==> config.mk <==
export PLATFORM = sky130hd
export DESIGN_NAME = pipe_stage_chain
export DESIGN_NICKNAME = d
export VERILOG_FILES = /design/src/rtl/pipe_pkg.sv /design/src/rtl/pipe_stage_reg.sv /design/src/rtl/pipe_stage_chain.sv
export SDC_FILE = /design/constraint.sdc
export NUM_CORES = 1
export LEC_CHECK = 0
export BUFFER_PORTS_ARGS = -buffer_cell sky130_fd_sc_hd__buf_2
export CORE_ASPECT_RATIO = 2
export CORE_MARGIN = 5
export CORE_UTILIZATION = 50
export CTS_CLUSTER_DIAMETER = 80
export DETAILED_ROUTE_END_ITERATION = 7
export PLACE_DENSITY = 0.87
export SLEW_MARGIN = 20
export SYNTH_ARGS = -nofsm -noshare
export SYNTH_HDL_FRONTEND = slang
export SYNTH_SLANG_ARGS = --single-unit
==> constraint.sdc <==
create_clock -name clk -period 8.05 [get_ports clk]
set_clock_uncertainty 0.2 [all_clocks]
set_input_delay 0.4025 -clock clk [delete_from_list [all_inputs] [get_ports clk]]
set_output_delay 0.4025 -clock clk [all_outputs]
set_load 0.005 [all_outputs]
==> src/rtl/pipe_pkg.sv <==
// Shared definitions for the 5-stage core pipeline registers: NOP encoding and the
// per-boundary payload structs that size each pipe_stage_chain instance.
package pipe_pkg;

    localparam logic [31:0] NOOP_INST = 32'h0000_0013;  // addi x0, x0, 0
    localparam logic [4:0]  ZERO_REG  = 5'd0;

    typedef enum logic [3:0] {
        AluAdd,
        AluSub,
        AluAnd,
        AluOr,
        AluXor,
        AluSll,
        AluSrl,
        AluSra,
        AluSlt,
        AluSltu,
        AluPass
    } alu_op_e;

    typedef struct packed {
        logic [31:0] pc;
        logic [31:0] inst;
    } if_id_t;

    typedef struct packed {
        logic [31:0] pc;
        logic [31:0] rs1_val;
        logic [31:0] rs2_val;
        logic [31:0] imm;
        logic [4:0]  rd;
        alu_op_e     alu_op;
        logic        mem_read;
        logic        mem_write;
        logic        reg_write;
    } id_ex_t;

    typedef struct packed {
        logic [31:0] alu_result;
        logic [31:0] rs2_val;
        logic [4:0]  rd;
        logic        mem_read;
        logic        mem_write;
        logic        reg_write;
    } ex_mem_t;

    typedef struct packed {
        logic [31:0] wb_data;
        logic [4:0]  rd;
        logic        reg_write;
    } mem_wb_t;

endpackage

==> src/rtl/pipe_stage_reg.sv <==
// One elastic pipeline register: loads from upstream when it can hand its content on,
// holds otherwise; flush empties it and parks NOP in the payload.
module pipe_stage_reg
    import pipe_pkg::*;
#(
    parameter int unsigned          DATA_W = 32,
    parameter logic [DATA_W-1:0]    NOP    = DATA_W'(NOOP_INST)
) (
    input  logic              clk,
    input  logic              rst,
    input  logic              up_valid,
    input  logic [DATA_W-1:0] up_data,
    input  logic              rdy_down,
    input  logic              flush,
    output logic              valid,
    output logic [DATA_W-1:0] data,
    output logic              rdy_up,
    output logic              nxt_valid
);

    logic              valid_q, valid_d;
    logic [DATA_W-1:0] data_q, data_d;

    assign rdy_up = !valid_q || rdy_down;

    always_comb begin
        valid_d = valid_q;
        data_d  = data_q;
        if (flush) begin
            valid_d = 1'b0;
            data_d  = NOP;
        end else if (rdy_up) begin
            valid_d = up_valid;
            data_d  = up_valid ? up_data : NOP;
        end
    end

    always_ff @(posedge clk or posedge rst) begin
        if (rst) begin
            valid_q <= 1'b0;
            data_q  <= NOP;
        end else begin
            valid_q <= valid_d;
            data_q  <= data_d;
        end
    end

    assign valid     = valid_q;
    assign data      = data_q;
    assign nxt_valid = valid_d;

endmodule

==> src/rtl/pipe_stage_chain.sv <==
// Elastic chain of DEPTH pipeline registers with valid/ready backpressure, bubble
// collapsing, per-stage flush, occupancy and saturating stall-cycle counter.
module pipe_stage_chain
    import pipe_pkg::*;
#(
    parameter int unsigned DEPTH     = 4,
    parameter int unsigned DATA_W    = 32,
    parameter logic [31:0] NOP_VALUE = NOOP_INST,
    parameter int unsigned CNT_W     = 32
) (
    input  logic                       clk,
    input  logic                       rst,
    input  logic                       in_valid,
    output logic                       in_ready,
    input  logic [DATA_W-1:0]          in_data,
    output logic                       out_valid,
    input  logic                       out_ready,
    output logic [DATA_W-1:0]          out_data,
    input  logic [DEPTH-1:0]           flush_vec,
    output logic [DEPTH-1:0]           stage_valid,
    output logic [DEPTH*DATA_W-1:0]    stage_data,
    output logic [$clog2(DEPTH+1)-1:0] occupancy,
    output logic [CNT_W-1:0]           stall_cycles,
    input  logic                       clr_stats
);

    localparam int unsigned       OCC_W = $clog2(DEPTH + 1);
    localparam int                LAST  = int'(DEPTH) - 1;
    localparam logic [DATA_W-1:0] NOP   = DATA_W'(NOP_VALUE);

    if (DEPTH < 1 || DATA_W < 1) begin : g_bad_param
        $fatal(1, "pipe_stage_chain: DEPTH and DATA_W must both be >= 1");
    end

    logic [DEPTH-1:0]  valid_vec;
    logic [DEPTH-1:0]  nxt_valid_vec;
    logic [DATA_W-1:0] data_arr [DEPTH];

    for (genvar i = 0; i < int'(DEPTH); i++) begin : g_stage
        logic              up_valid;
        logic [DATA_W-1:0] up_data;
        logic              rdy_dn;
        logic              rdy_up;

        if (i == 0) begin : g_head
            assign up_valid = in_valid;
            assign up_data  = in_data;
        end else begin : g_body
            // An item leaving a flushed stage is killed, not forwarded.
            assign up_valid = valid_vec[i-1] && !flush_vec[i-1];
            assign up_data  = data_arr[i-1];
        end

        if (i == LAST) begin : g_tail
            assign rdy_dn = out_ready;
        end else begin : g_link
            assign rdy_dn = g_stage[i+1].rdy_up;
        end

        pipe_stage_reg #(
            .DATA_W (DATA_W),
            .NOP    (NOP)
        ) u_stage (
            .clk       (clk),
            .rst       (rst),
            .up_valid  (up_valid),
            .up_data   (up_data),
            .rdy_down  (rdy_dn),
            .flush     (flush_vec[i]),
            .valid     (valid_vec[i]),
            .data      (data_arr[i]),
            .rdy_up    (rdy_up),
            .nxt_valid (nxt_valid_vec[i])
        );

        assign stage_data[i*DATA_W +: DATA_W] = data_arr[i];
    end

    assign in_ready    = g_stage[0].rdy_up;
    assign out_valid   = valid_vec[LAST];
    assign out_data    = data_arr[LAST];
    assign stage_valid = valid_vec;

    // Occupancy tracks the next-state valid vector so it lines up with stage_valid.
    logic [OCC_W-1:0] occ_q, occ_d;

    always_comb begin
        occ_d = '0;
        for (int j = 0; j < int'(DEPTH); j++) begin
            occ_d = occ_d + OCC_W'(nxt_valid_vec[j]);
        end
    end

    logic [CNT_W-1:0] stall_q, stall_d;

    always_comb begin
        stall_d = stall_q;
        if (clr_stats) begin
            stall_d = '0;
        end else if (in_valid && !in_ready && (stall_q != {CNT_W{1'b1}})) begin
            stall_d = stall_q + 1'b1;
        end
    end

    always_ff @(posedge clk or posedge rst) begin
        if (rst) begin
            occ_q   <= '0;
            stall_q <= '0;
        end else begin
            occ_q   <= occ_d;
            stall_q <= stall_d;
        end
    end

    assign occupancy    = occ_q;
    assign stall_cycles = stall_q;

endmodule

# Word level (Yosys, flattened, before mapping)
# Index checks and enable logic that the tools add are counted.
# classes
add_sub_neg,4
eq_ne,1
muxes,22
reduce_logical,22
# op_table
operator,n
two-way mux 32 bit,14
"adder 32 x 1 -> 32 bit, second input constant",1
"inequality test 32 bit, second input constant",1
nonzero test 2 bit,5
logical NOT 1 bit,8
two-way mux 1 bit,8
logical AND 1 bit,5
logical OR 1 bit,4
adder 2 x 1 -> 3 bit,1
adder 3 x 1 -> 3 bit,1
adder 1 x 1 -> 2 bit,1
# totals
regBits,167
output_inout_bits,201
word_cells,59

# Longest topological paths before layout
# Gate-level depths: netlist of run 1.
# logic_depth
depth_word,10
depth_mapped,9
mapped_depth_nobuf,7

# Hierarchy
# From an unflattened synthesis of run 1, not the netlist that was laid out.
# unflattened
hier_cells,836
hier_area_um2,8986.1
# modules_own_cells
mod,instances,cells_per_inst,area_each_um2,seq_area_each_um2
pipe_stage_reg,4,147,1677.9,829.5
pipe_stage_chain,1,248,2274.7,875.8

# Worst setup path before layout of run 1
# OpenSTA, ideal clock, no wires.
# synth_timing
path_type,reg-to-reg
from,register g_stage[3].u_stage.valid_q
to,"register occ_q[1], in the netlist occupancy[1]"
t_arrival_ps,2120
required_time_ps,7724
path_slack_ps,5604
path_stages_with_launch,10
cell_sequence,dfrtp_1 -> nor2b_1 -> buf_2 -> and3_1 -> buf_2 -> nand2_1 -> nand2_1 -> fa_1 -> ha_1 -> ha_1
# synth_via
elab_chain_cells,10
# synth_rtl
element,line_no,rtl
start: declaration,pipe_stage_reg.sv:21,"logic valid_q, valid_d;"
start signal: assignment,pipe_stage_reg.sv:43,valid_q <= valid_d;
logical NOT 1 bit,pipe_stage_reg.sv:24,assign rdy_up = !valid_q || rdy_down;
logical OR 1 bit (4 in series),pipe_stage_reg.sv:24,
two-way mux 1 bit,pipe_stage_reg.sv:32,end else if (rdy_up) begin
two-way mux 1 bit,pipe_stage_reg.sv:29,if (flush) begin
via g_stage[0].u_stage.nxt_valid,pipe_stage_reg.sv:18,output logic nxt_valid
adder 1 x 1 -> 2 bit,pipe_stage_chain.sv:90,occ_d = occ_d + OCC_W'(nxt_valid_vec[j]);
adder 2 x 1 -> 3 bit,pipe_stage_chain.sv:90,
adder 3 x 1 -> 3 bit,pipe_stage_chain.sv:90,
via occ_d[1],pipe_stage_chain.sv:85,"logic [OCC_W-1:0] occ_q, occ_d;"
end signal: assignment,pipe_stage_chain.sv:107,occ_q <= '0;
end signal: assignment,pipe_stage_chain.sv:110,occ_q <= occ_d;
end: declaration,pipe_stage_chain.sv:85,
# The timed path passes the listed nets, and every way through them passes these cells.
# A chain may end at the register's enable or synchronous reset.

# Worst setup path in the final report of run 1
# Ends and elaborated chain as after synthesis.

==> results of run 1 <==
-- layer usage --
| metal | track usage [%] | routed length, um | vias up |
|---|---|---|---|
| met3 | 6.28 | 1410 | 38 |
| li1 | - | - | 2559 |
| met1 | 26.0 | 6960 | 2840 |
| met2 | 42.5 | 10600 | 252 |
| met4 | 8.26 | 448 | 0 |
| met5 | 0 | 0 | - |
-- power groups by stage --
stage          clock [uW]  combinational, uW  sequential (uW)
3_5_place_dp            0               56.7              871
5_1_grt               844               73.9              856
3_3_place_gp            0               55.6              870
6_report              798               65.7              855
2_1_floorplan           0               28.6              870
4_1_cts               811               65.6              855
-- per-stage QoR --
step                hold slack, ns  util (%)  instance area, um2  power (uW)  instances
global placement             0.300      58.2                8080         926        927
finish                      0.0143      64.4                8950        1720        985
CTS                        0.00105      64.1                8900        1730        982
global route               0.00325      64.4                8950        1770        985
floorplan                    0.269         -                7020         898        566
detailed placement           0.296      58.2                8080         927        927
-- placed cells by master, fill, tap and decap left out, types with 7 or more instances in the layout --
master,netlist,layout
a21oi_1,33,31
a22o_1,114,114
buf_2,11,241
clkbuf_16,0,17
dfrtp_1,155,155
dfstp_2,12,12
dlygate4sd3_1,0,24
nand2_1,18,18
nand2b_1,7,7
nand3_1,17,17
nand4_1,7,7
nor2_1,14,10
o21ai_0,8,8
o22a_1,12,12
o31ai_1,17,17
or3_1,11,11
or4_1,16,16
-- layout make-up --
class | instances | area (um2) | area share (%)
clock buffer | 17 | 425 | 4.75
tap | 189 | 236 | 2.64
inverter | 2 | 12.5 | 0.140
clock inverter | 15 | 159 | 1.78
multi-input combinational | 324 | 2420 | 27.0
timing repair buffer | 271 | 1500 | 16.8
sequential | 167 | 4190 | 46.9
-- cells by family after synthesis --
group / Yosys count
DFF: 167
AOI/OAI and AO/OA: 189
buffers and inverters: 75
adders and majority gates: 4
and+or+nand+nor: 127
muxes: 4
-- registers in the layout, indices dropped and copies added, names as in the netlist --
name and count:
stall_cycles 32, g_stage.u_stage.valid 4, g_stage.u_stage.data 128, occupancy 3
-- what timing repair did --
item | 4_1_cts | 5_1_grt
hold buffers | 23 | 1
setup endpoints to repair | 0 | 0
endpoints found under the hold margin | 111 | 1
-- synthesized netlist by cell type, types with 8 or more instances --
master	number
dfrtp_1	155
a22o_1	114
buf_4	37
a21oi_1	33
clkbuf_1	23
nand2_1	18
nand3_1	17
o31ai_1	17
or4_1	16
nor2_1	14
dfstp_2	12
o22a_1	12
buf_2	11
or3_1	11
o21ai_0	8
-- critical path: cells and delay by family (launching register included) --
| family | cells | cell delay [ns] |
|---|---|---|
| AND/OR/NAND/NOR | 4 | 1.37 |
| flip-flops | 1 | 0.38 |
| adder cells (fa/ha/maj) | 3 | 0.91 |
-- path summary, 6_finish.rpt --
kind / endpoint / slack (ns) / from
setup reg to reg: occupancy[1]$_DFF_PP0_ / 5.07 / g_stage[3].u_stage.valid$_DFF_PP0_
hold reg to reg: g_stage[2].u_stage.data[10]$_DFFE_PP0P_ / 0.33 / g_stage[1].u_stage.data[10]$_DFFE_PP0P_
hold / removal: g_stage[0].u_stage.data[1]$_DFFE_PP1P_ / 0.01 / in_data[1]
setup / recovery: occupancy[1]$_DFF_PP0_ / 5.07 / g_stage[3].u_stage.valid$_DFF_PP0_
min in group asynchronous: stall_cycles[11]$_DFFE_PP0P_ / 0.46 / rst
max in group asynchronous: occupancy[2]$_DFF_PP0_ / 5.70 / rst
==> metrics.txt, run 1 <==
area grow syn2layout 27.4%; Max Fclk ~340 MHz; CORE AREA between 10000 and 15000 um2; total CTS buffers 17; mux cell area share after synthesis less than 1%; max-cap viol count 0; Clock Path Buffers 2; Slew headroom approximately 37%; Yosys top cell area share 55.2%; synth unique cells 43; Worst-path clk slew 0.07 ns; peak supply drop ~0.18 mV; crit-path max FO 9; max incr delay on CP just under 0.6 ns; FF+latch count, synth around 170; first-pass GRT wire length between 30000 and 40000 um; Hold Crit Class in2reg; Worst Setup Start Kind flip-flop; Compound-Gate Fraction of Synth Area between 20% and 30%; Port-buffer cells around 240; clock sink count 167; Lkg Pwr about 0.0046 uW; main area contributors after synthesis dfrtp_1 55%, a22o_1 14%, dfstp_2 4.5%, buf_4 4.0%, a21oi_1 2.4%; cell area power density 192 nW/um2; Clock power frac between 40 and 50%; sum of negative setup slack 0 ns; initial antenna violation count 0; final hold viol count 0; RSZ-0062 raised after global routing no; Die Ht roughly 180 um; Synth Area in Adders 0.819%; Place WS between 4 and 5 ns; Global Route Usage Sum between 20% and 30%; via count 5689; CTS tree yes; sw frac 23.4%; status complete, no violations; Clock Latency Late Sink 0.42 ns; overflow left after global routing 0; RD Place Congestion between 0.8 and 0.9; Least-Margin Pin Slew 0.948 ns; clk root buf clkbuf_16; Mapped Cells 566; Worst Path Class, Setup reg2reg; Int Pwr 1320 uW; Mapped Nets a little over 600; YS warnings 0; Mapped Area 7020 um2; Antenna Cells 0; Critical Path Sink Type flip-flop; top_reg_cell synth dfrtp_1; cts repair resizes 0; DRT iter0 DRCs around 260; layout cells sized above 1 39.4%; final worst setup slack between 5 and 6 ns; WP data required 8.15 ns; antenna viol nets, final 0; largest family of logic cells by synthesized area compound AO/OA/AOI/OAI gates; mean routed wirelength per cell a little under 20 um; DRC 0; xor/xnor share of the synthesized area 0%; DRT Wirelength 19400 um; H-tree levels 4; I/O pin cnt 242; DR pass1 iterations 4; Cell Chain, Critical Path nor2b_1 -> and3_1 -> nand2_1 -> nand2_1 -> fa_1 -> ha_1 -> ha_1; reg2reg path depth 7; period utilization a little under two fifths; vias in the first global route between 5000 and 6000; combinational share of power under 10%; initial core utilization around half; die width 93.8 um; slowest stage cell, crit path nor2b_1; Simple-Gate Fraction of Synth Area between 10% and 20%; Final Setup Violations 0; post-synthesis sequential area ratio approximately 60%; Slew Viols, Final 0; average size of a mapped cell roughly 12 um2; row count approximately 60; largest net degree at the start of global routing 91; Yosys top cell by area dfrtp_1; WHS Path Cells 2; CP Data Arrival Time a little over 3 ns; fin nets 828; post-layout minimum cycle time between 2 and 3 ns; hpwl dp ~14000 um; number of flops mapped to enable cells by yosys 0; Switch Pwr slightly above 400 uW; setup bufs post-CTS 0; die area between 15000 and 20000 um2; Flop pwr share roughly 50%; post-DR vias/cell 5.78; fill cell count around 1100; Async S/R FF share, synth 100%
No activity file was read; power rests on OpenSTA's default activity.
==> inputs of run 2 (changes only) <==
==> constraint.sdc (replaced) <==
create_clock -name clk -period 3 [get_ports clk]
set_clock_uncertainty 0.2 [all_clocks]
set_input_delay 0.15 -clock clk [delete_from_list [all_inputs] [get_ports clk]]
set_output_delay 0.15 -clock clk [all_outputs]
set_load 0.005 [all_outputs]
==> run 2 against run 1 <==
Compared with the run above: global-route usage increased by 1.5 points; sequential power increased to 2.7 times the previous value; maximum frequency increased by 18%; combinational power grew to 3.1 times the previous value; sequential cell count did not move; die area unchanged; total power rose to 2.7 times the previous value; cell count up 2.8%; via count is 4.8% higher; wire length grew 7.3%; count of clock-buffer cells in the layout did not move; critical endpoint unchanged; highest routed layer unchanged.
==> metrics.txt, run 2 (synthesis gave the netlist of run 1 again) <==
Layout Utilization 66.4% (+2.0 points); DRC 0 (unchanged); post-DR vias/cell 5.89 (+1.9%); Flop pwr share 49.0% (-0.8 points); Hold Crit Class in2reg; Slew headroom 41.7% (+4.9 points); Lkg Pwr 0.00474 uW (+2.7%); cell area power density 508 nW/um2 (+160%); hpwl dp 14200 um (+2.4%); DRT Wirelength 20800 um (+7.3%); total CTS buffers 17 (unchanged); antenna viol nets, final 0 (unchanged); final hold viol count 0 (unchanged); die width 93.8 um (unchanged); status complete, no violations; post-layout minimum cycle time 2.54 ns (-0.447 ns); Cell Chain, Critical Path nor2b_1 -> and3_1 -> nand2_1 -> nand2_1 -> fa_1 -> ha_1 -> ha_1; hold slack final 0.0837 ns (+0.0694 ns); clock sink count 167 (unchanged); period utilization 84.6% (+47 points); commonest non-fill, non-tap cell in the layout buf_2; Port-buffer cells 241 (unchanged); row count 61 (unchanged); RD Place Congestion 0.878 (+4.6%); Final Setup Violations 0 (unchanged); die area 16700 um2 (unchanged); max-cap viol count 0 (unchanged); Antenna Cells 0 (unchanged); sw frac 25.3% (+1.9 points); Max Fclk 394 MHz (+18%); DRT iter0 DRCs 295 (+14%); Worst Path Class, Setup reg2reg; WP data required 3.11 ns (-5.04 ns); Worst Setup Start Kind flip-flop; H-tree levels 4 (unchanged); Slew Viols, Final 0 (unchanged); Total Power 4680 uW (+170%); max incr delay on CP 0.40 ns (-0.18 ns); R2R Path Start g_stage[3].u_stage.valid$_DFF_PP0_; first-pass GRT wire length 32300 um (+5.6%); fin nets 856 (+3.4%); CTS tree yes; most frequent cells in the layout 241 x buf_2, 155 x dfrtp_1, 114 x a22o_1; Clock Latency Late Sink 0.42 ns (about the same); clk root buf clkbuf_16; initial core utilization 50.6% (unchanged); largest net degree at the start of global routing 52 (-43%); initial antenna violation count 0 (unchanged); RSZ-0062 raised after global routing no; sum of negative setup slack 0 ns (unchanged); Least-Margin Pin Slew 0.872 ns (-0.0755 ns); slowest stage cell, crit path and3_1; Worst-path clk slew 0.07 ns (about the same); Die Ht 178 um (unchanged); overflow left after global routing 0 (unchanged); Clock Path Buffers 2 (unchanged); DR pass1 iterations 5 (+1); vias in the first global route 6008 (+4.0%); I/O pin cnt 242 (unchanged); Setup crit start g_stage[3].u_stage.valid$_DFF_PP0_; Critical Path Sink Type flip-flop; Switch Pwr 1190 uW (+190%); layout cells sized above 1 39.3% (-0.13 points); Global Route Usage Sum 25.0% (+1.5 points); Clock power frac 46.6% (+0.2 points); Int Pwr 3500 uW (+170%); Reg2Reg Setup Slack 0.46 ns (-4.60 ns); peak supply drop 0.397 mV (+120%); fill cell count 1091 (-0.64%); combinational share of power 4.4% (+0.6 points); via count 5962 (+4.8%); CORE AREA 13900 um2 (unchanged); Setup crit end occupancy[1]$_DFF_PP0_; reg2reg path depth 7 (unchanged); area grow syn2layout 31.3%; mean routed wirelength per cell 20.5 um (+4.4%); crit-path max FO 7 (-2); max FFs per register 128 (unchanged); r2r endpoint occupancy[1]$_DFF_PP0_; CP Data Arrival Time 2.64 ns (-0.44 ns)
-- run 2: cell count changes in the layout (fill, tap and decap cells not counted), sizes merged --
cell,before,now
buf,247,257
bufinv,1,0
clkinv,5,8
clkinvlp,0,1
dlygate4sd3,24,42
inv,11,8
-- run 2: worst max-delay path, delay by kind of cell, from the launching register on --
family        cells  cell delay [ns]
simple gates      4             0.99
fa+ha+maj         3             0.88
flops             1             0.37
-- run 2: cell type report --
class	instances	area [um2]	share of cell area (%)
multi-input cells	324	2400	26.1
flip-flops and latches	167	4190	45.5
inverters	2	11.3	0.122
clock buffers	17	425	4.61
repair buffers	299	1770	19.2
clock inverters	15	180	1.95
well taps	189	236	2.56
-- run 2: per-stage QoR --
stage / std cells / area [um2] / setup slack, ns
2_1_floorplan: 566 / 7030 / 0.533
3_3_place_gp: 939 / 8200 / 0.523
3_5_place_dp: 939 / 8200 / 0.474
4_1_cts: 1013 / 9220 / 0.458
5_1_grt: 1013 / 9220 / 0.279
6_report: 1013 / 9220 / 0.463
-- run 2: power by group through the flow --
stage | Combinational [uW] | Clock [uW] | Sequential, uW
after floorplan | 77.1 | 0 | 2330
after global placement | 157 | 0 | 2330
after detailed placement | 161 | 0 | 2340
after CTS | 202 | 2210 | 2290
after global routing | 229 | 2310 | 2300
final | 206 | 2180 | 2290
-- run 2: timing repair --
| action | CTS | global route |
|---|---|---|
| gates resized for setup | 0 | 0 |
| hold endpoints to repair | 74 | 0 |
| hold buffers | 42 | 0 |
| buffers inserted | 0 | 0 |
-- run 2: per-layer routing --
| layer | part of all wire, % | routed length, um | global-route usage, % |
|---|---|---|---|
| met1 | 35 | 7310 | 28.3 |
| met2 | 54 | 11300 | 44.6 |
| met3 | 7.9 | 1650 | 6.53 |
| met4 | 2.5 | 514 | 9.28 |
| met5 | 0 | 0 | 0 |
-- run 2: worst min-delay path by stage --
| stage | start | to | slack, ns | cells past startpoint |
|---|---|---|---|---|
| finish | out_ready | g_stage[1].u_stage.valid$_DFF_PP0_ | 0.08 | 4 |
| global route | clr_stats | stall_cycles[27]$_DFFE_PP0P_ | 0.11 | 2 |
| CTS | out_ready | g_stage[1].u_stage.valid$_DFF_PP0_ | 0.06 | 4 |
| detailed placement | rst | g_stage[3].u_stage.data[19]$_DFFE_PP0P_ | 0.17 | 2 |
| global placement | rst | g_stage[3].u_stage.data[19]$_DFFE_PP0P_ | 0.16 | 2 |
| floorplan | flush_vec[3] | g_stage[3].u_stage.data[31]$_DFFE_PP0P_ | 0.02 | 1 |
